### src/rtl/snake_game_engine.sv
// snake_game_engine
//   Two-player snake game state engine feeding the VGA controller.
//   Samples direction buttons, advances both snakes on a 40x40 board once per
//   move tick, resolves wall / head-to-head collisions, apple eating with
//   growth, and the hearts countdown. The full state is published as the
//   488-bit snake_data bus, built purely from registers.
// Ports:
//   iVGA_CLK            system clock
//   iRST_n              synchronous active-low reset
//   start               level, start/restart game from idle or game over
//   up/down/left/right  player-1 direction buttons
//   up2/down2/left2/right2 player-2 direction buttons
//   snake_data[487:0]   packed game state
//   move_tick           one-cycle pulse on the cycle the state updates
module snake_game_engine #(
  parameter int unsigned TICK_DIV   = 2500000,
  parameter int unsigned HEARTS_MAX = 100,
  parameter int unsigned INIT_LEN   = 3
) (
  input  logic         iVGA_CLK,
  input  logic         iRST_n,
  input  logic         start,
  input  logic         up,
  input  logic         down,
  input  logic         left,
  input  logic         right,
  input  logic         up2,
  input  logic         down2,
  input  logic         left2,
  input  logic         right2,
  output logic [487:0] snake_data,
  output logic         move_tick
);

  typedef enum logic [1:0] {
    ST_IDLE = 2'd0,
    ST_PLAY = 2'd2,
    ST_OVER = 2'd3
  } stage_t;

  stage_t       r_stage, w_stage_nxt;
  logic [99:0]  r_ring1, r_ring2;
  logic [10:0]  r_head1, r_head2, r_apple, r_lfsr;
  logic [5:0]   r_len1, r_len2, r_idx1, r_idx2;
  logic [31:0]  r_hearts, r_cnt;
  logic [1:0]   r_cur1, r_cur2, r_pend1, r_pend2;
  logic         r_move_tick;

  logic         w_move, w_hit, w_adv, w_init, w_eat1, w_eat2;
  logic         w_wall1, w_wall2, w_acc1, w_acc2;
  logic [10:0]  w_nh1, w_nh2, w_new_apple;
  logic [5:0]   w_nidx1, w_nidx2;
  logic [2:0]   w_req1, w_req2;
  logic [1:0]   w_ref1, w_ref2;

  // {wall_hit, next_head}; the wall test uses the current position only.
  function automatic logic [11:0] step(input logic [10:0] h, input logic [1:0] d);
    logic [10:0] col;
    logic        wall;
    logic [10:0] nh;
    col = h % 11'd40;
    case (d)
      2'b00:   begin wall = (h < 11'd40);     nh = h - 11'd40; end
      2'b01:   begin wall = (col == 11'd39);  nh = h + 11'd1;  end
      2'b10:   begin wall = (h >= 11'd1560);  nh = h + 11'd40; end
      default: begin wall = (col == 11'd0);   nh = h - 11'd1;  end
    endcase
    return {wall, nh};
  endfunction

  // {valid, dir} with priority up > down > left > right.
  function automatic logic [2:0] req(input logic u, input logic dn, input logic l, input logic r);
    if (u)       return 3'b100;
    else if (dn) return 3'b110;
    else if (l)  return 3'b111;
    else if (r)  return 3'b101;
    else         return 3'b000;
  endfunction

  always_comb begin
    w_move  = (r_stage == ST_PLAY) && (r_cnt == TICK_DIV - 1);
    {w_wall1, w_nh1} = step(r_head1, r_pend1);
    {w_wall2, w_nh2} = step(r_head2, r_pend2);
    w_hit   = w_wall1 || w_wall2 || (w_nh1 == w_nh2) || (w_nh1 == r_head2) ||
              (w_nh2 == r_head1) || (r_hearts == '0);
    w_adv   = w_move && !w_hit;
    w_init  = start && ((r_stage == ST_IDLE) || (r_stage == ST_OVER));
    w_eat1  = (w_nh1 == r_apple);
    w_eat2  = (w_nh2 == r_apple);
    w_nidx1 = (r_idx1 == 6'd0) ? 6'd49 : r_idx1 - 6'd1;
    w_nidx2 = (r_idx2 == 6'd0) ? 6'd49 : r_idx2 - 6'd1;
    w_new_apple = (r_lfsr >= 11'd1600) ? r_lfsr - 11'd1600 : r_lfsr;
    w_req1  = req(up, down, left, right);
    w_req2  = req(up2, down2, left2, right2);
    // A request on the move cycle is judged against the direction being taken.
    w_ref1  = w_adv ? r_pend1 : r_cur1;
    w_ref2  = w_adv ? r_pend2 : r_cur2;
    w_acc1  = w_req1[2] && (w_req1[1:0] != (w_ref1 ^ 2'b10));
    w_acc2  = w_req2[2] && (w_req2[1:0] != (w_ref2 ^ 2'b10));
  end

  always_comb begin
    w_stage_nxt = r_stage;
    case (r_stage)
      ST_IDLE, ST_OVER: if (start) w_stage_nxt = ST_PLAY;
      ST_PLAY:          if (w_move && w_hit) w_stage_nxt = ST_OVER;
      default:          w_stage_nxt = ST_IDLE;
    endcase
  end

  always_ff @(posedge iVGA_CLK) begin
    if (!iRST_n) r_stage <= ST_IDLE;
    else         r_stage <= w_stage_nxt;
  end

  always_ff @(posedge iVGA_CLK) begin
    if (!iRST_n) begin
      r_lfsr      <= 11'd1;
      r_move_tick <= 1'b0;
    end else begin
      r_lfsr      <= {r_lfsr[9:0], r_lfsr[10] ^ r_lfsr[8]};
      r_move_tick <= w_move;
    end
  end

  always_ff @(posedge iVGA_CLK) begin
    if (!iRST_n || w_init) begin
      r_ring1  <= {50{2'b11}};
      r_ring2  <= {50{2'b01}};
      r_head1  <= 11'd810;
      r_head2  <= 11'd830;
      r_len1   <= 6'(INIT_LEN);
      r_len2   <= 6'(INIT_LEN);
      r_idx1   <= '0;
      r_idx2   <= '0;
      r_cur1   <= 2'b01;
      r_cur2   <= 2'b11;
      r_pend1  <= 2'b01;
      r_pend2  <= 2'b11;
      r_apple  <= 11'd425;
      r_hearts <= HEARTS_MAX;
      r_cnt    <= '0;
    end else if (r_stage == ST_PLAY) begin
      r_cnt <= w_move ? '0 : r_cnt + 32'd1;
      if (w_acc1) r_pend1 <= w_req1[1:0];
      if (w_acc2) r_pend2 <= w_req2[1:0];
      if (w_adv) begin
        r_idx1 <= w_nidx1;
        r_idx2 <= w_nidx2;
        r_ring1[{w_nidx1, 1'b0} +: 2] <= r_pend1 ^ 2'b10;
        r_ring2[{w_nidx2, 1'b0} +: 2] <= r_pend2 ^ 2'b10;
        r_cur1  <= r_pend1;
        r_cur2  <= r_pend2;
        r_head1 <= w_nh1;
        r_head2 <= w_nh2;
        if (w_eat1 || w_eat2) begin
          if (w_eat1 && r_len1 != 6'd49) r_len1 <= r_len1 + 6'd1;
          if (w_eat2 && r_len2 != 6'd49) r_len2 <= r_len2 + 6'd1;
          r_hearts <= HEARTS_MAX;
          r_apple  <= w_new_apple;
        end else begin
          r_hearts <= r_hearts - 32'd1;
        end
      end
    end
  end

  assign move_tick  = r_move_tick;
  assign snake_data = {r_hearts,
                       21'd0, r_apple,
                       26'd0, r_idx2,
                       26'd0, r_idx1,
                       30'd0, r_stage,
                       26'd0, r_len2,
                       26'd0, r_len1,
                       21'd0, r_head2,
                       21'd0, r_head1,
                       r_ring2, r_ring1};

endmodule

### config.mk
export PLATFORM = sky130hd
export DESIGN_NAME = snake_game_engine
export DESIGN_NICKNAME = d
export VERILOG_FILES = /design/src/rtl/snake_game_engine.sv
export SDC_FILE = /design/constraint.sdc
export NUM_CORES = 1
export LEC_CHECK = 0
export BUFFER_PORTS_ARGS = -buffer_cell sky130_fd_sc_hd__buf_2
export CORE_UTILIZATION = 49
export CTS_BUF_LIST = sky130_fd_sc_hd__clkbuf_16
export CTS_CLUSTER_SIZE = 12
export DETAILED_ROUTE_END_ITERATION = 7
export GPL_TIMING_DRIVEN = 0
export HOLD_SLACK_MARGIN = 0.12
export PLACE_DENSITY_LB_ADDON = 0.15
export SYNTH_ARGS = -nofsm -noshare
export SYNTH_HDL_FRONTEND = slang
export SYNTH_SLANG_ARGS = --single-unit
export TNS_END_PERCENT = 5
### constraint.sdc
create_clock -name iVGA_CLK -period 5.3 [get_ports iVGA_CLK]
set_input_delay 1.06 -clock iVGA_CLK [delete_from_list [all_inputs] [get_ports iVGA_CLK]]
set_output_delay 1.06 -clock iVGA_CLK [all_outputs]
set_load 0.005 [all_outputs]
==> run metrics, run 1 <==
HPWL Detailed=51520 um; area grow syn2layout=24.13%; worst-margin pin slew=1.072 ns; largest net degree at the start of global routing=13; r2r endpoint=r_ring2[35]; worst skew pair latency=roughly 0.54 ns; final WL=68900 um; number of global-route vias before repair=18.07k; Post-synth EDFFs=0; # DRC=0; Synth cell types=90; DRT Pass-1 Iters=5; status=completed; GP Congestion=0.9232; via count=20.20k; Tot GR Track Use=0.3090; count of pins over their slew limit=0; CP Class=reg2reg; Final ANT Viol Nets=0; reg2reg path depth=15; I/O pin total=500; clock slew at reported path FFs=0.06 ns; nets@finish=roughly 3.1k; H-tree levels=2; global-route wire length before repair=102200 um; clk root buf=clkbuf_16; Max VDD drop=0.2680 mV; post-route clock period utilization=0.9929; reg-to-reg startpoint=r_head2[8]; Leakage Power=10.91 nW; worst hold margin=0.4594 ns; Crit path required time=5.76 ns; syn_area_per_cell=8.066 sq um; CTS tree=built; layout cell share with drive strength beyond 1=0.2406; clock tree buffer depth=3; CORE AREA=0.04083 sq mm; setup TNS=0 ns; Worst Hold End=r_ring2[95]; Post-Syn Area=about 0.02 sq mm; final setup violation count=0; Die H=205.4 um; commonest non-fill, non-tap cell in the layout=dfxtp_1; initial antenna violation count=2; PortBufs=about 300; DR vias/cell=5.558; Tmin final=5.262 ns; power per cell area=around 230 mW/mm^2; critical path launch point=r_head2[8]; Fmax achieved=190.0 MHz; GRT overflow=0; CP startpoint kind=flip-flop; Synth area leader=dfxtp_1; DR WL/cell=between 15 and 20 um; fin util=0.6163; flop2flop setup slack=0.04 ns; Starting DRT DRC Count=1783; Data arrival, critical path=roughly 5.7 ns; initial core utilization=0.4964; Worst slew margin=0.2851; CP endpoint kind=flip-flop; max_cap viols=0; sequential area share after synthesis=0.3387; Clock Skew=0.01569 ns; Syn Inst Count=2513; Yosys reg bits=343; total CTS buffers=38; asr flop ratio synth=0; row count=74; DIE WIDTH=205.4 um; worst-path fanout max=10; hold depth=2; Synth top area share=0.3387; Final Hold Violating Endpoints=0; largest cells by area after synthesis=dfxtp_1 34%, buf_4 7.3%, nand2_1 6.0%; RSZ-0062 raised after global routing=true; YS warnings=0; Clock Sink Count=343; top_reg_cell synth=dfxtp_1; worst hold path type=reg2reg; hold_sp=r_ring2[95]; most frequent cells in the layout=337 x dfxtp_1, 326 x nand2_1, 318 x buf_2; die area=0.04219 sq mm
==> critical path: stages, from the launching register on <==
cell and delay, ns:
dfxtp_1 0.52, buf_2 0.29, buf_1 0.52, or4_1 0.22, nor4_1 0.05, a41oi_1 0.35
o22ai_1 0.29, a41o_1 0.38, a41oi_2 0.25, o41ai_4 0.13, or4_4 0.58, buf_8 0.19
or4b_4 0.59, or2_4 0.26, or4_1 0.40, a21oi_1 0.15
==> area by class of cell <==
cell class,instances,area [sq um]
Sequential cell,343,6882
Fill cell,3684,15670
Timing Repair Buffer,335,1763
Clock inverter,24,181.4
Tap cell,532,665.6
Inverter,55,214.0
Clock buffer,39,975.9
Antenna cell,2,5.005
Buffer,332,2142
Multi-Input combinational cell,1972,12330
==> synthesized netlist by cell type, drive strengths merged (12+ instances only) <==
| cell type | n |
|---|---|
| dfxtp | 343 |
| nand2 | 326 |
| nor2 | 261 |
| buf | 232 |
| mux2i | 116 |
| clkbuf | 107 |
| nand3 | 89 |
| o21ai | 85 |
| xor2 | 84 |
| xnor2 | 83 |
| a21oi | 74 |
| nor3 | 64 |
| inv | 53 |
| o211ai | 52 |
| o311ai | 47 |
| ha | 43 |
| nand4 | 34 |
| or3 | 33 |
| and2 | 30 |
| nor4 | 28 |
| a211oi | 27 |
| nand2b | 26 |
| or2 | 23 |
| nor2b | 21 |
| or4 | 19 |
| and3 | 17 |
| o31ai | 14 |
| a21o | 12 |
| a31oi | 12 |
==> sequential cells by signal, summed over array words and instances, names as in the netlist <==
register / count
r_head1: 11
r_stage: 2
r_cnt: 32
r_cur2: 2
r_head2: 11
r_apple: 11
r_cur1: 2
r_len2: 6
r_idx1: 6
r_lfsr: 11
r_ring2: 100
r_ring1: 100
r_len1: 6
r_pend1: 2
move_tick: 1
r_idx2: 6
r_hearts: 32
r_pend2: 2
==> per-layer routing <==
layer / GRT usage / routed length, um / vias up
met5: 0 / 13 / -
met1: 0.3928 / 27650 / 9561
met2: 0.5186 / 32930 / 900
met4: 0.1204 / 2498 / 2
met3: 0.05337 / 5799 / 151
li1: - / - / 9582
==> logic make-up after synthesis <==
group                      synth area share
buffers and inverters                0.1118
adders and majority gates           0.02907
xor gates and xnor gates            0.07216
DFF                                  0.3387
AOI/OAI and AO/OA                    0.1416
other                             0.0001850
and+or+nand+nor                      0.2463
muxes                               0.06006
==> worst max-delay path by stage <==
stage / endpoint / slack [ns] / depth (start not counted)
2_1_floorplan: r_ring2[35] / 0.28 / 18
3_3_place_gp: r_idx2[3] / -2.33 / 18
3_5_place_dp: r_hearts[20] / -1.75 / 17
4_1_cts: r_ring2[35] / -0.07 / 19
5_1_grt: r_pend2[0] / -0.12 / 20
6_report: r_ring2[35] / 0.04 / 15
==> stage by stage <==
stage / cells / total power [mW] / instance area (sq um) / worst slack [ns]
finish: 3634 / 5.787 / 25160 / 0.03755
global route: 3633 / 5.973 / 25160 / -0.1215
CTS: 3621 / 5.748 / 24750 / -0.07351
detailed placement: 3545 / 3.213 / 23220 / -1.751
global placement: 3543 / 3.206 / 23180 / -2.325
floorplan: 2709 / 3.072 / 21010 / 0.2780
==> what timing repair did <==
item                                    4_1_cts  5_1_grt
gates resized for setup                      80       85
endpoints found under the hold margin         0        0
pin swaps                                    12       16
buffers inserted                             15       16
hold buffers                                  0        0
endpoints found under the setup margin      299      250
==> report_power, final <==
| part | leakage [nW] | switching [mW] | internal, mW |
|---|---|---|---|
| Combinational | 7.54 | 0.396 | 0.258 |
| Sequential | 2.77 | 0.00744 | 2.58 |
| Clock | 0.592 | 1.07 | 1.47 |
Power figures use the tool's default switching activity.
==> run 2: changes to the inputs <==
--- a/config.mk
+++ b/config.mk
@@ -13,6 +13,7 @@
 export GPL_TIMING_DRIVEN = 0
 export HOLD_SLACK_MARGIN = 0.12
 export PLACE_DENSITY_LB_ADDON = 0.15
+export SETUP_SLACK_MARGIN = 0.15
 export SYNTH_ARGS = -nofsm -noshare
 export SYNTH_HDL_FRONTEND = slang
 export SYNTH_SLANG_ARGS = --single-unit
==> run metrics, run 2 (same netlist as run 1, synthesis figures left out) <==
Final ANT Viol Nets=0; worst hold margin=around 0.46 ns; Max VDD drop=0.2602 mV; post-route clock period utilization=0.9874; Leakage Power=~11 nW; Data arrival, critical path=5.70 ns; initial antenna violation count=2; CP startpoint kind=flip-flop; total CTS buffers=38; top flop regs=r_ring1 (100), r_ring2 (100); r2r endpoint=r_ring2[35]; Worst slew margin=0.2077; GRT overflow=0; DR vias/cell=5.554; reg-to-reg startpoint=r_pend2[0]; setup TNS=0 ns; Clock Sink Count=343; clk root buf=clkbuf_16; worst skew pair latency=0.54 ns; layout cell share with drive strength beyond 1=0.2566; worst hold path type=reg2reg; max_cap viols=0; via count=20.39k; Die H=205.4 um; commonest non-fill, non-tap cell in the layout=dfxtp_1; I/O pin total=500; HPWL Detailed=51520 um; Crit path required time=between 5 and 6 ns; die area=approximately 0.042 sq mm; Tot GR Track Use=0.3088; area grow syn2layout=26.67%; clock slew at reported path FFs=0.06 ns; number of global-route vias before repair=18.12k; CTS tree=built; hold_sp=r_ring2[95]; final WL=69520 um; Starting DRT DRC Count=~1.8k; H-tree levels=2; # DRC=0; Tmin final=5.233 ns; Clock Skew=0.01626 ns; reg2reg path depth=13; count of pins over their slew limit=0; DIE WIDTH=205.4 um; nets@finish=3170; final setup violation count=0; CP Class=reg2reg; Fmax achieved=191.1 MHz; status=completed; flop2flop setup slack=0.07 ns; Hold-fix buffers, CTS=0; Power Total=just under 6 mW; CP endpoint kind=flip-flop; worst-path fanout max=10; fin util=0.6289; placed instance count=3545; initial core utilization=0.4964; GP Congestion=about 0.9; DR WL/cell=18.94 um; largest net degree at the start of global routing=13; most frequent cells in the layout=336 x dfxtp_1, 326 x nand2_1, 323 x buf_2; power per cell area=226.0 mW/mm^2; CORE AREA=a little over 0.04 sq mm; Worst Hold End=r_ring2[95]; DRT Pass-1 Iters=6; clock tree buffer depth=3; worst-margin pin slew=~1.2 ns; PortBufs=just over 300; Final Hold Violating Endpoints=0; row count=74; global-route wire length before repair=102100 um; Finished Layout Cells=3671; hold depth=2; RSZ-0062 raised after global routing=true
## run 2: cell count changes in the layout (fill, tap and decap cells not counted), sizes merged
| cell | change |
|---|---|
| clkdlybuf4s15 | +1 |
| clkinvlp | +2 |
| buf | +36 |
| inv | -2 |
## run 2: layer usage
layer / GRT usage / vias to the layer above / routed length (um)
met5: 0 / - / 13
met4: 0.1212 / 2 / 2499
met3: 0.05512 / 143 / 5767
met2: 0.5189 / 937 / 33280
met1: 0.3904 / 9645 / 27970
li1: - / 9661 / -
## run 2: worst max-delay path by stage
| stage | slack (ns) | to | from |
|---|---|---|---|
| final | 0.07 | r_ring2[35] | r_pend2[0] |
| after CTS | -0.04 | r_ring2[35] | r_head2[4] |
| after global placement | -2.33 | r_idx2[3] | r_pend1[0] |
| after global routing | -0.06 | r_ring2[35] | r_head2[4] |
| after detailed placement | -1.75 | r_hearts[20] | r_pend2[1] |
| after floorplan | 0.28 | r_ring2[35] | r_head2[4] |
## run 2: stage by stage
step / setup WS [ns] / area (sq um)
floorplan: 0.2780 / 21010
global placement: -2.325 / 23180
detailed placement: -1.751 / 23220
CTS: -0.04234 / 24850
global route: -0.06162 / 25670
finish: 0.06664 / 25680
## run 2: power by group
group	switching (mW)	total, mW	leakage [nW]	internal, mW
combinational	0.398	0.668	7.73	0.270
clock	1.08	2.55	0.592	1.47
sequential	0.00739	2.59	2.77	2.58
## run 2: layout make-up
class                           count  area, sq um
Antenna cell                        2        5.005
Buffer                            339         2235
Clock buffer                       39        975.9
Clock inverter                     24        181.4
Fill cell                        3619        15150
Inverter                           55        221.5
Multi-Input combinational cell   1972        12500
Sequential cell                   343         6888
Tap cell                          532        665.6
Timing Repair Buffer              365         2008
## run 2: timing repair
action                                  CTS  global route
pin swaps                                15            36
setup buffers                            20            38
gates cloned                              0             3
endpoints found under the setup margin  299           275
resized for setup                        95           138
## run 2: critical path: stages (launching register included)
cell	delay, ns
dfxtp_1	0.54
clkbuf_1	0.48
clkbuf_1	0.50
clkbuf_2	0.45
o22ai_1	0.27
a41o_1	0.36
a41oi_2	0.22
o41ai_2	0.15
or4_4	0.62
buf_12	0.19
or4b_4	0.56
or2_4	0.27
or4_4	0.41
a21oi_2	0.12
